## src/rtl/lru_victim_ctrl_if.sv

```systemverilog
// Access/fill/flush handshake between the cache FSM and the LRU victim controller.
//   master modport: cache FSM side (drives requests, fill completion, flush start)
//   slave modport : lru_victim_ctrl side (drives ready, fill request, response, flush done)
//   req_valid/req_ready/req_index, hit0/hit1, valid0/valid1 : access request
//   fill_req/fill_way/fill_done                            : miss fill handshake
//   done/resp_way/resp_miss/resp_err                       : access response
//   flush_req/flush_done                                   : full-array flush
interface lru_victim_ctrl_if #(
  parameter int unsigned IDX_W = 6
);
  logic             req_valid;
  logic             req_ready;
  logic [IDX_W-1:0] req_index;
  logic             hit0;
  logic             hit1;
  logic             valid0;
  logic             valid1;
  logic             flush_req;
  logic             fill_req;
  logic             fill_way;
  logic             fill_done;
  logic             done;
  logic             resp_way;
  logic             resp_miss;
  logic             resp_err;
  logic             flush_done;

  modport master (
    output req_valid, req_index, hit0, hit1, valid0, valid1, flush_req, fill_done,
    input  req_ready, fill_req, fill_way, done, resp_way, resp_miss, resp_err, flush_done
  );

  modport slave (
    input  req_valid, req_index, hit0, hit1, valid0, valid1, flush_req, fill_done,
    output req_ready, fill_req, fill_way, done, resp_way, resp_miss, resp_err, flush_done
  );
endinterface

```

## src/rtl/lru_victim_ctrl.sv

```systemverilog
// Per-set replacement controller for a 2-way set-associative cache. Owns the
// read/modify/write of the 1-bit-per-set LRU register file: looks up the set's
// LRU bit, picks the victim on a miss, sequences the fill, writes back the
// updated bit. Also sweeps the whole LRU file to FLUSH_VAL on request.
// Ports:
//   clk, rst     : clock, synchronous active-high reset
//   bus (slave)  : request / fill / response / flush handshake
//   lru_addr     : LRU file address (0 while idle)
//   lru_rd_data  : LRU file read data, combinational from lru_addr
//   lru_wr_data  : LRU file write data
//   lru_wr_en    : LRU file write enable (UPDATE and FLUSH only)
// LRU bit meaning: the way to evict next; after an access to way w it becomes ~w.
module lru_victim_ctrl #(
  parameter int unsigned IDX_W     = 6,
  parameter logic        FLUSH_VAL = 1'b0
) (
  input  logic             clk,
  input  logic             rst,
  lru_victim_ctrl_if.slave bus,
  output logic [IDX_W-1:0] lru_addr,
  input  logic             lru_rd_data,
  output logic             lru_wr_data,
  output logic             lru_wr_en
);

  localparam int unsigned SETS = 2 ** IDX_W;
  // One extra counter bit so the last-entry compare never aliases with a wrap.
  localparam logic [IDX_W:0] LastCnt = (IDX_W+1)'(SETS - 1);

  typedef enum logic [2:0] {StIdle, StLookup, StFill, StUpdate, StFlush} state_e;

  state_e           state_q;
  logic [IDX_W-1:0] idx_q;
  logic             hit0_q, hit1_q, valid0_q, valid1_q;
  logic             way_q;
  logic [IDX_W:0]   cnt_q;
  logic [IDX_W:0]   cnt_nxt;

  logic             req_ready_q, fill_req_q, fill_way_q, done_q;
  logic             resp_way_q, resp_miss_q, resp_err_q, flush_done_q;
  logic [IDX_W-1:0] lru_addr_q;
  logic             lru_wr_data_q, lru_wr_en_q;

  logic hit, hit_way, victim;

  assign cnt_nxt = cnt_q + 1'b1;

  // Lookup decision; lru_addr already points at idx_q while in StLookup.
  always_comb begin
    hit     = hit0_q | hit1_q;
    hit_way = ~hit0_q;  // double hit resolves to way 0
    if (!valid0_q) begin
      victim = 1'b0;
    end else if (!valid1_q) begin
      victim = 1'b1;
    end else begin
      victim = lru_rd_data;
    end
  end

  always_ff @(posedge clk) begin
    if (rst) begin
      state_q       <= StIdle;
      idx_q         <= '0;
      hit0_q        <= 1'b0;
      hit1_q        <= 1'b0;
      valid0_q      <= 1'b0;
      valid1_q      <= 1'b0;
      way_q         <= 1'b0;
      cnt_q         <= '0;
      req_ready_q   <= 1'b1;
      fill_req_q    <= 1'b0;
      fill_way_q    <= 1'b0;
      done_q        <= 1'b0;
      resp_way_q    <= 1'b0;
      resp_miss_q   <= 1'b0;
      resp_err_q    <= 1'b0;
      flush_done_q  <= 1'b0;
      lru_addr_q    <= '0;
      lru_wr_data_q <= 1'b0;
      lru_wr_en_q   <= 1'b0;
    end else begin
      case (state_q)
        StIdle: begin
          if (bus.flush_req) begin
            state_q       <= StFlush;
            cnt_q         <= '0;
            req_ready_q   <= 1'b0;
            lru_addr_q    <= '0;
            lru_wr_en_q   <= 1'b1;
            lru_wr_data_q <= FLUSH_VAL;
            flush_done_q  <= (LastCnt == '0);
          end else if (bus.req_valid) begin
            state_q     <= StLookup;
            idx_q       <= bus.req_index;
            hit0_q      <= bus.hit0;
            hit1_q      <= bus.hit1;
            valid0_q    <= bus.valid0;
            valid1_q    <= bus.valid1;
            req_ready_q <= 1'b0;
            lru_addr_q  <= bus.req_index;
          end
        end
        StLookup: begin
          if (hit) begin
            state_q       <= StUpdate;
            way_q         <= hit_way;
            lru_wr_en_q   <= 1'b1;
            lru_wr_data_q <= ~hit_way;
            done_q        <= 1'b1;
            resp_way_q    <= hit_way;
            resp_miss_q   <= 1'b0;
            resp_err_q    <= hit0_q & hit1_q;
          end else begin
            state_q    <= StFill;
            way_q      <= victim;
            fill_req_q <= 1'b1;
            fill_way_q <= victim;
          end
        end
        StFill: begin
          if (bus.fill_done) begin
            state_q       <= StUpdate;
            fill_req_q    <= 1'b0;
            lru_wr_en_q   <= 1'b1;
            lru_wr_data_q <= ~way_q;
            done_q        <= 1'b1;
            resp_way_q    <= way_q;
            resp_miss_q   <= 1'b1;
            resp_err_q    <= 1'b0;
          end
        end
        StUpdate: begin
          state_q       <= StIdle;
          lru_wr_en_q   <= 1'b0;
          lru_wr_data_q <= 1'b0;
          lru_addr_q    <= '0;
          fill_way_q    <= 1'b0;
          done_q        <= 1'b0;
          resp_way_q    <= 1'b0;
          resp_miss_q   <= 1'b0;
          resp_err_q    <= 1'b0;
          req_ready_q   <= 1'b1;
        end
        StFlush: begin
          if (cnt_q == LastCnt) begin
            state_q       <= StIdle;
            lru_wr_en_q   <= 1'b0;
            lru_wr_data_q <= 1'b0;
            lru_addr_q    <= '0;
            flush_done_q  <= 1'b0;
            req_ready_q   <= 1'b1;
          end else begin
            cnt_q        <= cnt_nxt;
            lru_addr_q   <= cnt_nxt[IDX_W-1:0];
            flush_done_q <= (cnt_nxt == LastCnt);
          end
        end
        default: state_q <= StIdle;
      endcase
    end
  end

  assign bus.req_ready  = req_ready_q;
  assign bus.fill_req   = fill_req_q;
  assign bus.fill_way   = fill_way_q;
  assign bus.done       = done_q;
  assign bus.resp_way   = resp_way_q;
  assign bus.resp_miss  = resp_miss_q;
  assign bus.resp_err   = resp_err_q;
  assign bus.flush_done = flush_done_q;
  assign lru_addr       = lru_addr_q;
  assign lru_wr_data    = lru_wr_data_q;
  assign lru_wr_en      = lru_wr_en_q;

endmodule

```

## src/flat_wrapper.sv

```systemverilog
// flat-port wrapper written by rule: the top's interface ports become plain ports
module lru_victim_ctrl_flat 
#(
  parameter int unsigned IDX_W     = 6,
  parameter logic        FLUSH_VAL = 1'b0
)
  (clk, rst, lru_addr, lru_rd_data, lru_wr_data, lru_wr_en, bus_req_valid, bus_req_index, bus_hit0, bus_hit1, bus_valid0, bus_valid1, bus_flush_req, bus_fill_done, bus_req_ready, bus_fill_req, bus_fill_way, bus_done, bus_resp_way, bus_resp_miss, bus_resp_err, bus_flush_done);
  lru_victim_ctrl_if #(.IDX_W(IDX_W)) bus_i ();
  input  logic clk;
  input  logic rst;
  output logic [IDX_W-1:0] lru_addr;
  input  logic lru_rd_data;
  output logic lru_wr_data;
  output logic lru_wr_en;
  input wire logic [$bits(bus_i.req_valid)-1:0] bus_req_valid;
  input wire logic [$bits(bus_i.req_index)-1:0] bus_req_index;
  input wire logic [$bits(bus_i.hit0)-1:0] bus_hit0;
  input wire logic [$bits(bus_i.hit1)-1:0] bus_hit1;
  input wire logic [$bits(bus_i.valid0)-1:0] bus_valid0;
  input wire logic [$bits(bus_i.valid1)-1:0] bus_valid1;
  input wire logic [$bits(bus_i.flush_req)-1:0] bus_flush_req;
  input wire logic [$bits(bus_i.fill_done)-1:0] bus_fill_done;
  output wire logic [$bits(bus_i.req_ready)-1:0] bus_req_ready;
  output wire logic [$bits(bus_i.fill_req)-1:0] bus_fill_req;
  output wire logic [$bits(bus_i.fill_way)-1:0] bus_fill_way;
  output wire logic [$bits(bus_i.done)-1:0] bus_done;
  output wire logic [$bits(bus_i.resp_way)-1:0] bus_resp_way;
  output wire logic [$bits(bus_i.resp_miss)-1:0] bus_resp_miss;
  output wire logic [$bits(bus_i.resp_err)-1:0] bus_resp_err;
  output wire logic [$bits(bus_i.flush_done)-1:0] bus_flush_done;
  assign bus_i.req_valid = bus_req_valid;
  assign bus_i.req_index = bus_req_index;
  assign bus_i.hit0 = bus_hit0;
  assign bus_i.hit1 = bus_hit1;
  assign bus_i.valid0 = bus_valid0;
  assign bus_i.valid1 = bus_valid1;
  assign bus_i.flush_req = bus_flush_req;
  assign bus_i.fill_done = bus_fill_done;
  assign bus_req_ready = bus_i.req_ready;
  assign bus_fill_req = bus_i.fill_req;
  assign bus_fill_way = bus_i.fill_way;
  assign bus_done = bus_i.done;
  assign bus_resp_way = bus_i.resp_way;
  assign bus_resp_miss = bus_i.resp_miss;
  assign bus_resp_err = bus_i.resp_err;
  assign bus_flush_done = bus_i.flush_done;
  lru_victim_ctrl #(.IDX_W(IDX_W), .FLUSH_VAL(FLUSH_VAL)) u_core (.clk(clk), .rst(rst), .bus(bus_i), .lru_addr(lru_addr), .lru_rd_data(lru_rd_data), .lru_wr_data(lru_wr_data), .lru_wr_en(lru_wr_en));
endmodule
```

## config.mk

```make
export PLATFORM = sky130hd
export DESIGN_NAME = lru_victim_ctrl_flat
export DESIGN_NICKNAME = d
export VERILOG_FILES = /design/src/rtl/lru_victim_ctrl_if.sv /design/src/rtl/lru_victim_ctrl.sv /design/src/flat_wrapper.sv
export SDC_FILE = /design/constraint.sdc
export NUM_CORES = 1
export LEC_CHECK = 0
export BUFFER_PORTS_ARGS = -buffer_cell sky130_fd_sc_hd__buf_2
export CORE_ASPECT_RATIO = 1.25
export CORE_UTILIZATION = 40
export DETAILED_ROUTE_END_ITERATION = 10
export SYNTH_ARGS = -nofsm -noshare
export SYNTH_HDL_FRONTEND = slang
export SYNTH_SLANG_ARGS = --single-unit
```

## constraint.sdc

```tcl
create_clock -name clk -period 4.5 [get_ports clk]
set_input_delay 0.675 -clock clk [delete_from_list [all_inputs] [get_ports clk]]
set_output_delay 0.675 -clock clk [all_outputs]
set_load 0.03 [all_outputs]
```

---- Yosys cells after proc, flatten, opt, wreduce, memory -nomap -nowiden ----
Cells that the tools add are included.
operators by class
  equality and inequality tests ........... 13
  muxes and demuxes ....................... 44
  bitwise logic cells ..................... 5
  $add $sub $neg .......................... 1
  reduce and logical (&&, ||, !) cells .... 17
operators with widths
  kind                                                                     count
  1-bit 2-to-1 mux                                                         22
  6-bit 2-to-1 mux                                                         3
  6-bit case mux with 3 select lines                                       1
  3-bit AND reduction                                                      6
  1-bit case mux with 3 select lines                                       5
  7-bit by 6-bit == test with 1-bit output, second input constant          2
  7-bit 2-to-1 mux                                                         2
  7-bit case mux with 2 select lines                                       1
  3-bit 2-to-1 mux                                                         4
  3-bit case mux with 4 select lines                                       1
  1-bit case mux with 5 select lines                                       2
  2-bit inequality test, second input constant                             4
  7-bit by 1-bit adder with 7-bit output, second input constant            1
  3-bit by 2-bit == test with 1-bit output, second input constant          2
  1-bit case mux with 2 select lines                                       3
  2-bit AND reduction                                                      3
  2-bit nonzero test                                                       3
  3-bit nonzero test                                                       2
  5-bit AND reduction                                                      1
  5-bit nonzero test                                                       1
  2-bit by 1-bit inequality test with 1-bit output, second input constant  2
  3-bit by 1-bit == test with 1-bit output, second input constant          1
  3-bit == test, second input constant                                     1
  3-bit logical NOT                                                        1
  4 further kinds                                                          6
word-level totals
  input port bits ......................... 16
  bits in registers ....................... 31
  output and inout port bits .............. 16
  logic and storage cells ................. 98

---- Depth between registers and ports, before layout ----
  word-level depth ........................ 4
  gate-level depth with buffers ........... 5

---- Least setup slack after synthesis ----
OpenSTA, ideal clock, no wires.
  kind .................................... input to register
  start point ............................. input port bus_fill_done
  end point ............................... register u_core.req_ready_q, in the netlist u_core.bus.req_ready
  stages .................................. 4
  slack ................................... 2.814 ns
  required time ........................... 4.373 ns
  arrival ................................. 1.559 ns
  buffers on the path ..................... 0
  library setup time ...................... 0.127 ns
  cells stage by stage .................... o21ai_0 > o32a_1 > a22oi_1 > or3b_1
RTL lines
  item                  RTL line                source
  from (decl)           flat_wrapper.sv:22      input wire logic [$bits(bus_i.fill_done)-1:0] bus_fill_done;
  to (signal assigned)  lru_victim_ctrl.sv:71   req_ready_q <= 1'b1;
  to (signal assigned)  lru_victim_ctrl.sv:88   req_ready_q <= 1'b0;
  to (signal assigned)  lru_victim_ctrl.sv:100  req_ready_q <= 1'b0;
  to (decl)             lru_victim_ctrl.sv:39   logic req_ready_q, fill_req_q, fill_way_q, done_q;

---- Worst setup path in the final report ----
  start point ............................. register u_core.cnt_q[0]
  end point ............................... register u_core.req_ready_q, in the netlist u_core.bus.req_ready
between the ends
  longest elaborated chain between the ends .. 3
ends and longest elaborated chain
  item                                                        RTL line                source
  from (decl)                                                 lru_victim_ctrl.sv:36   logic [IDX_W:0] cnt_q;
  from (signal assigned)                                      lru_victim_ctrl.sv:154  cnt_q <= cnt_nxt;
  7-bit by 6-bit == test with 1-bit output                    lru_victim_ctrl.sv:146  if (cnt_q == LastCnt) begin
  2-bit by 1-bit inequality test with 1-bit output (no line)  -
  3-bit AND reduction (no line)                               -
  to (signal assigned)                                        lru_victim_ctrl.sv:100
  to (signal assigned)                                        lru_victim_ctrl.sv:143  req_ready_q <= 1'b1;
  to (signal assigned)                                        lru_victim_ctrl.sv:152  req_ready_q <= 1'b1;
Every way passes these cells.
A chain may end at the register's enable or synchronous reset.

==> impl_metrics.yaml <==
floorplanning:
  die_x_um: 57.8
  core_region_area_um2: 3600
  die_h_um: 71.7
  floorplan.initialDensity: 0.432
  io_pins: 32
  core.rowCount: 24
  floorplan.die_area_um2: 4140
synthesis:
  count_of_flip_flops_with_a_built_in_enable_after_synthesis: 0
  syn_inst: 187
  syn-mean-instance-area_um2: 8.32
  post_synth_arst_share: 0
  post_synth_mux_area_share: 0.0386
  post_synthesis_sequential_element_count: 31
  syn-cell-area_um2: 1560
  synthDistinctLibCells: 47
  synth.yosys.seq_area_share: 0.399
  postSynth.topFlopCell: "sky130_fd_sc_hd__dfxtp_1"
  synth-adder-area-share: 0.0161
  post_synth_xor_area_fraction: 0.0282
  yosysWarningCount: 0
  synth_fp_nets: 205
  synth_compound_area_frac: 0.210
  synth_simple_gate_area_share: 0.263
  main_combinational_cell_family_by_area_after_synthesis: "simple AND/OR/NAND/NOR gates"
placement:
  place.detailed.instances: 247
  detailedPlacementHpwl_um: 2740
  dpl-instance-area_um2: 1720
  place_congestion: 0.844
  placement.io_buffers: 31
setup_path:
  critical_path.top_delay_family: "simple AND/OR/NAND/NOR gates"
  rr_worst_depth: 5
  path_max_fanout: 8
  crit_end: "u_core.bus.req_ready$_SDFFE_PP1P_"
  r2r_setup_slk_ps: 2640
  setup.worst_path.end_class: "flop"
  critical-path-max-stage-delay_ps: 410
  crit_start: "u_core.cnt_q[0]$_SDFFE_PP0P_"
  critical_path_class: "reg -> reg"
  cp_slowest_cell: "sky130_fd_sc_hd__dfxtp_1"
  logic_depth_of_the_worst_setup_path_including_buffers: 5
  worst-endpoint-required_ps: 4670
  worst_r2r_dst: "u_core.bus.req_ready$_SDFFE_PP1P_"
  worstPathArrival_ps: 2030
  setup.worst_path.start_class: "flop"
  path_buf_inv: 0
  timing.rr.start: "u_core.cnt_q[0]$_SDFFE_PP0P_"
  cp_cell_sequence: "ha_1 > nand3b_1 > o21a_1 > o21ai_1 > or3b_1"
finish:
  layout-drive-gt1-share: 0.199
  n_antenna_cell: 0
  finalNetCount: 233
  final_cell_count_no_fill: 255
  finish.instance_area_um2: 1800
  final.fill_count: 367
  area_growth_pct: 15.5
  layout_common_cells: "sky130_fd_sc_hd__buf_2 (31), sky130_fd_sc_hd__dfxtp_1 (31), sky130_fd_sc_hd__nor2_1 (28)"
pwr:
  static-leakage-power_nw: 0.738
  vdd.ir_drop.worst_v: 0.000204
  powerDensity_nw_per_um2: 395
clock_tree:
  clock_insertion_delay_worst_skew_ps: 280
  clock_buffer_count_from_cts: 5
  cts.repair.resized: 0
  clockBufferDepth: 2
  number_of_sinks_on_the_clock_net: 31
  cts-root-buf: "sky130_fd_sc_hd__clkbuf_8"
  clock_tree.htree_level_count: 2
  clkSlewWorstSetupHoldPaths_ps: 60
  cts_tree: "done"
  post_cts.repair.setup_buffers: 0
  cts.hold.buffers_added: 0
detailed_routing:
  detail_route.vias_per_cell: 5.71
  detailroute.via_count: 1456
  drt.antenna.violating_nets: 0
  initialDrtViolationCount: 77
  detail_route.wl_per_cell_um: 14.8
  drt-pass1-iter-count: 7
  route.final.wire_length_um: 3770
  post-route-drc-count: 2
outcome:
  failed_checks: "DRC"
  status: "complete, but fails checks"
global_routing:
  grt_pass1_vias: 1438
  grt.total_usage: 0.201
  grt_max_degree: 33
  antenna_violations_before_repair: 0
  grt_overflow_total: 0
  grt_first_pass_wirelength_um: 6370
sta:
  period_needed_ps: 1860
  fmax_mhz: 537
  finalSetupViolations: 0
  finalHoldViolCount: 0
  grt_setup_unrepaired: "no"
  slew_headroom: 0.598
  worst-slew-pin-transition_ps: 602
  fin_tns_setup_ps: 0
  worst_clock_skew_ps: 4.15
  maxSlewViolCount: 0
  final.period_utilization: 0.414
flow_run:
  timing.max_cap.violations: 0
hold_path:
  hold_class: "reg -> reg"
## Yosys cell counts (3+ instances only)
cell,count,area (µm²)
sky130_fd_sc_hd__a21oi_1,11,55.1
sky130_fd_sc_hd__xnor2_1,4,35.0
sky130_fd_sc_hd__mux2i_1,6,60.1
sky130_fd_sc_hd__nor3_1,10,50.1
sky130_fd_sc_hd__dfxtp_1,31,621
sky130_fd_sc_hd__nand3_1,6,30.0
sky130_fd_sc_hd__a221oi_1,4,35.0
sky130_fd_sc_hd__buf_2,5,25.0
sky130_fd_sc_hd__inv_1,7,26.3
sky130_fd_sc_hd__nand2_1,12,45.0
sky130_fd_sc_hd__nand2b_1,5,31.3
sky130_fd_sc_hd__nor2_1,28,105
sky130_fd_sc_hd__o21ai_0,5,25.0
sky130_fd_sc_hd__a22oi_1,4,30.0
sky130_fd_sc_hd__clkbuf_1,5,18.8
sky130_fd_sc_hd__a211oi_1,3,22.5
## worst reg2reg max path: cells and delay by family (launching register included)
family          cells  cell delay [ps]
compound gates      2              470
simple gates        2              540
flops               1              410
fa+ha+maj           1              330
## layer usage
layer / vias up / share of wire / global-route usage
met5: - / 0 / 0
met4: 0 / 0.019 / 0.0979
met3: 8 / 0.064 / 0.0632
met2: 52 / 0.51 / 0.337
met1: 667 / 0.41 / 0.229
li1: 729 / - / -
## sequential cells by signal, indices dropped and copies added, names as in the netlist
| register | flops |
|---|---|
| u_core.valid0_q | 1 |
| u_core.state_q | 3 |
| u_core.hit1_q | 1 |
| u_core.bus.resp_err | 1 |
| u_core.bus.fill_req | 1 |
| u_core.bus.flush_done | 1 |
| u_core.lru_addr | 6 |
| u_core.hit0_q | 1 |
| u_core.bus.fill_way | 1 |
| u_core.bus.resp_miss | 1 |
| u_core.bus.req_ready | 1 |
| u_core.bus.done | 1 |
| u_core.lru_wr_en | 1 |
| u_core.valid1_q | 1 |
| u_core.lru_wr_data | 1 |
| u_core.cnt_q | 7 |
| u_core.way_q | 1 |
| u_core.bus.resp_way | 1 |
## worst min path at each step
stage	cells past startpoint	endpoint	start	slack [ps]
final	2	u_core.bus.fill_way$_SDFFE_PP0P_	u_core.bus.fill_way$_SDFFE_PP0P_	470
after global routing	2	u_core.bus.fill_way$_SDFFE_PP0P_	u_core.bus.fill_way$_SDFFE_PP0P_	510
after CTS	2	u_core.bus.fill_way$_SDFFE_PP0P_	u_core.bus.fill_way$_SDFFE_PP0P_	470
after detailed placement	2	u_core.bus.fill_way$_SDFFE_PP0P_	u_core.bus.fill_way$_SDFFE_PP0P_	460
after global placement	2	u_core.bus.fill_way$_SDFFE_PP0P_	u_core.bus.fill_way$_SDFFE_PP0P_	450
after floorplan	2	u_core.way_q$_SDFFE_PP0P_	u_core.way_q$_SDFFE_PP0P_	450
## area by class of cell
class	instances	area, µm²	area share
clock buffers	7	76.3	0.0425
multi-input cells	139	865	0.481
well taps	39	48.8	0.0272
repair buffers	31	155	0.0864
inverters	7	26.3	0.0146
clock inverters	1	5.00	0.00279
flip-flops and latches	31	621	0.345
## per-stage QoR
step           total power (W)   util  setup slack [ps]  hold slack [ps]
2_1_floorplan         0.000458      -              2810              445
3_3_place_gp          0.000504  0.476              2600              453
3_5_place_dp          0.000506  0.476              2580              462
4_1_cts               0.000717  0.499              2640              472
5_1_grt               0.000751  0.499              2460              506
6_report              0.000709  0.499              2640              470
## power breakdown
group | switching (W) | leakage [nW] | internal [W]
combinational | 0.000109 | 0.443 | 0.0000646
clock | 0.000102 | 0.0422 | 0.000108
sequential | 0.0000267 | 0.253 | 0.000299
## kinds of logic (layout without fill, tap and decap cells)
kind of cell / Yosys count / after routing
DFF: 31 / 31
AOI/OAI and AO/OA: 46 / 46
xor gates and xnor gates: 5 / 5
and+or+nand+nor: 80 / 80
buffers and inverters: 17 / 46
muxes: 6 / 6
adders and majority gates: 2 / 2
Power figures use the tool's default switching activity.
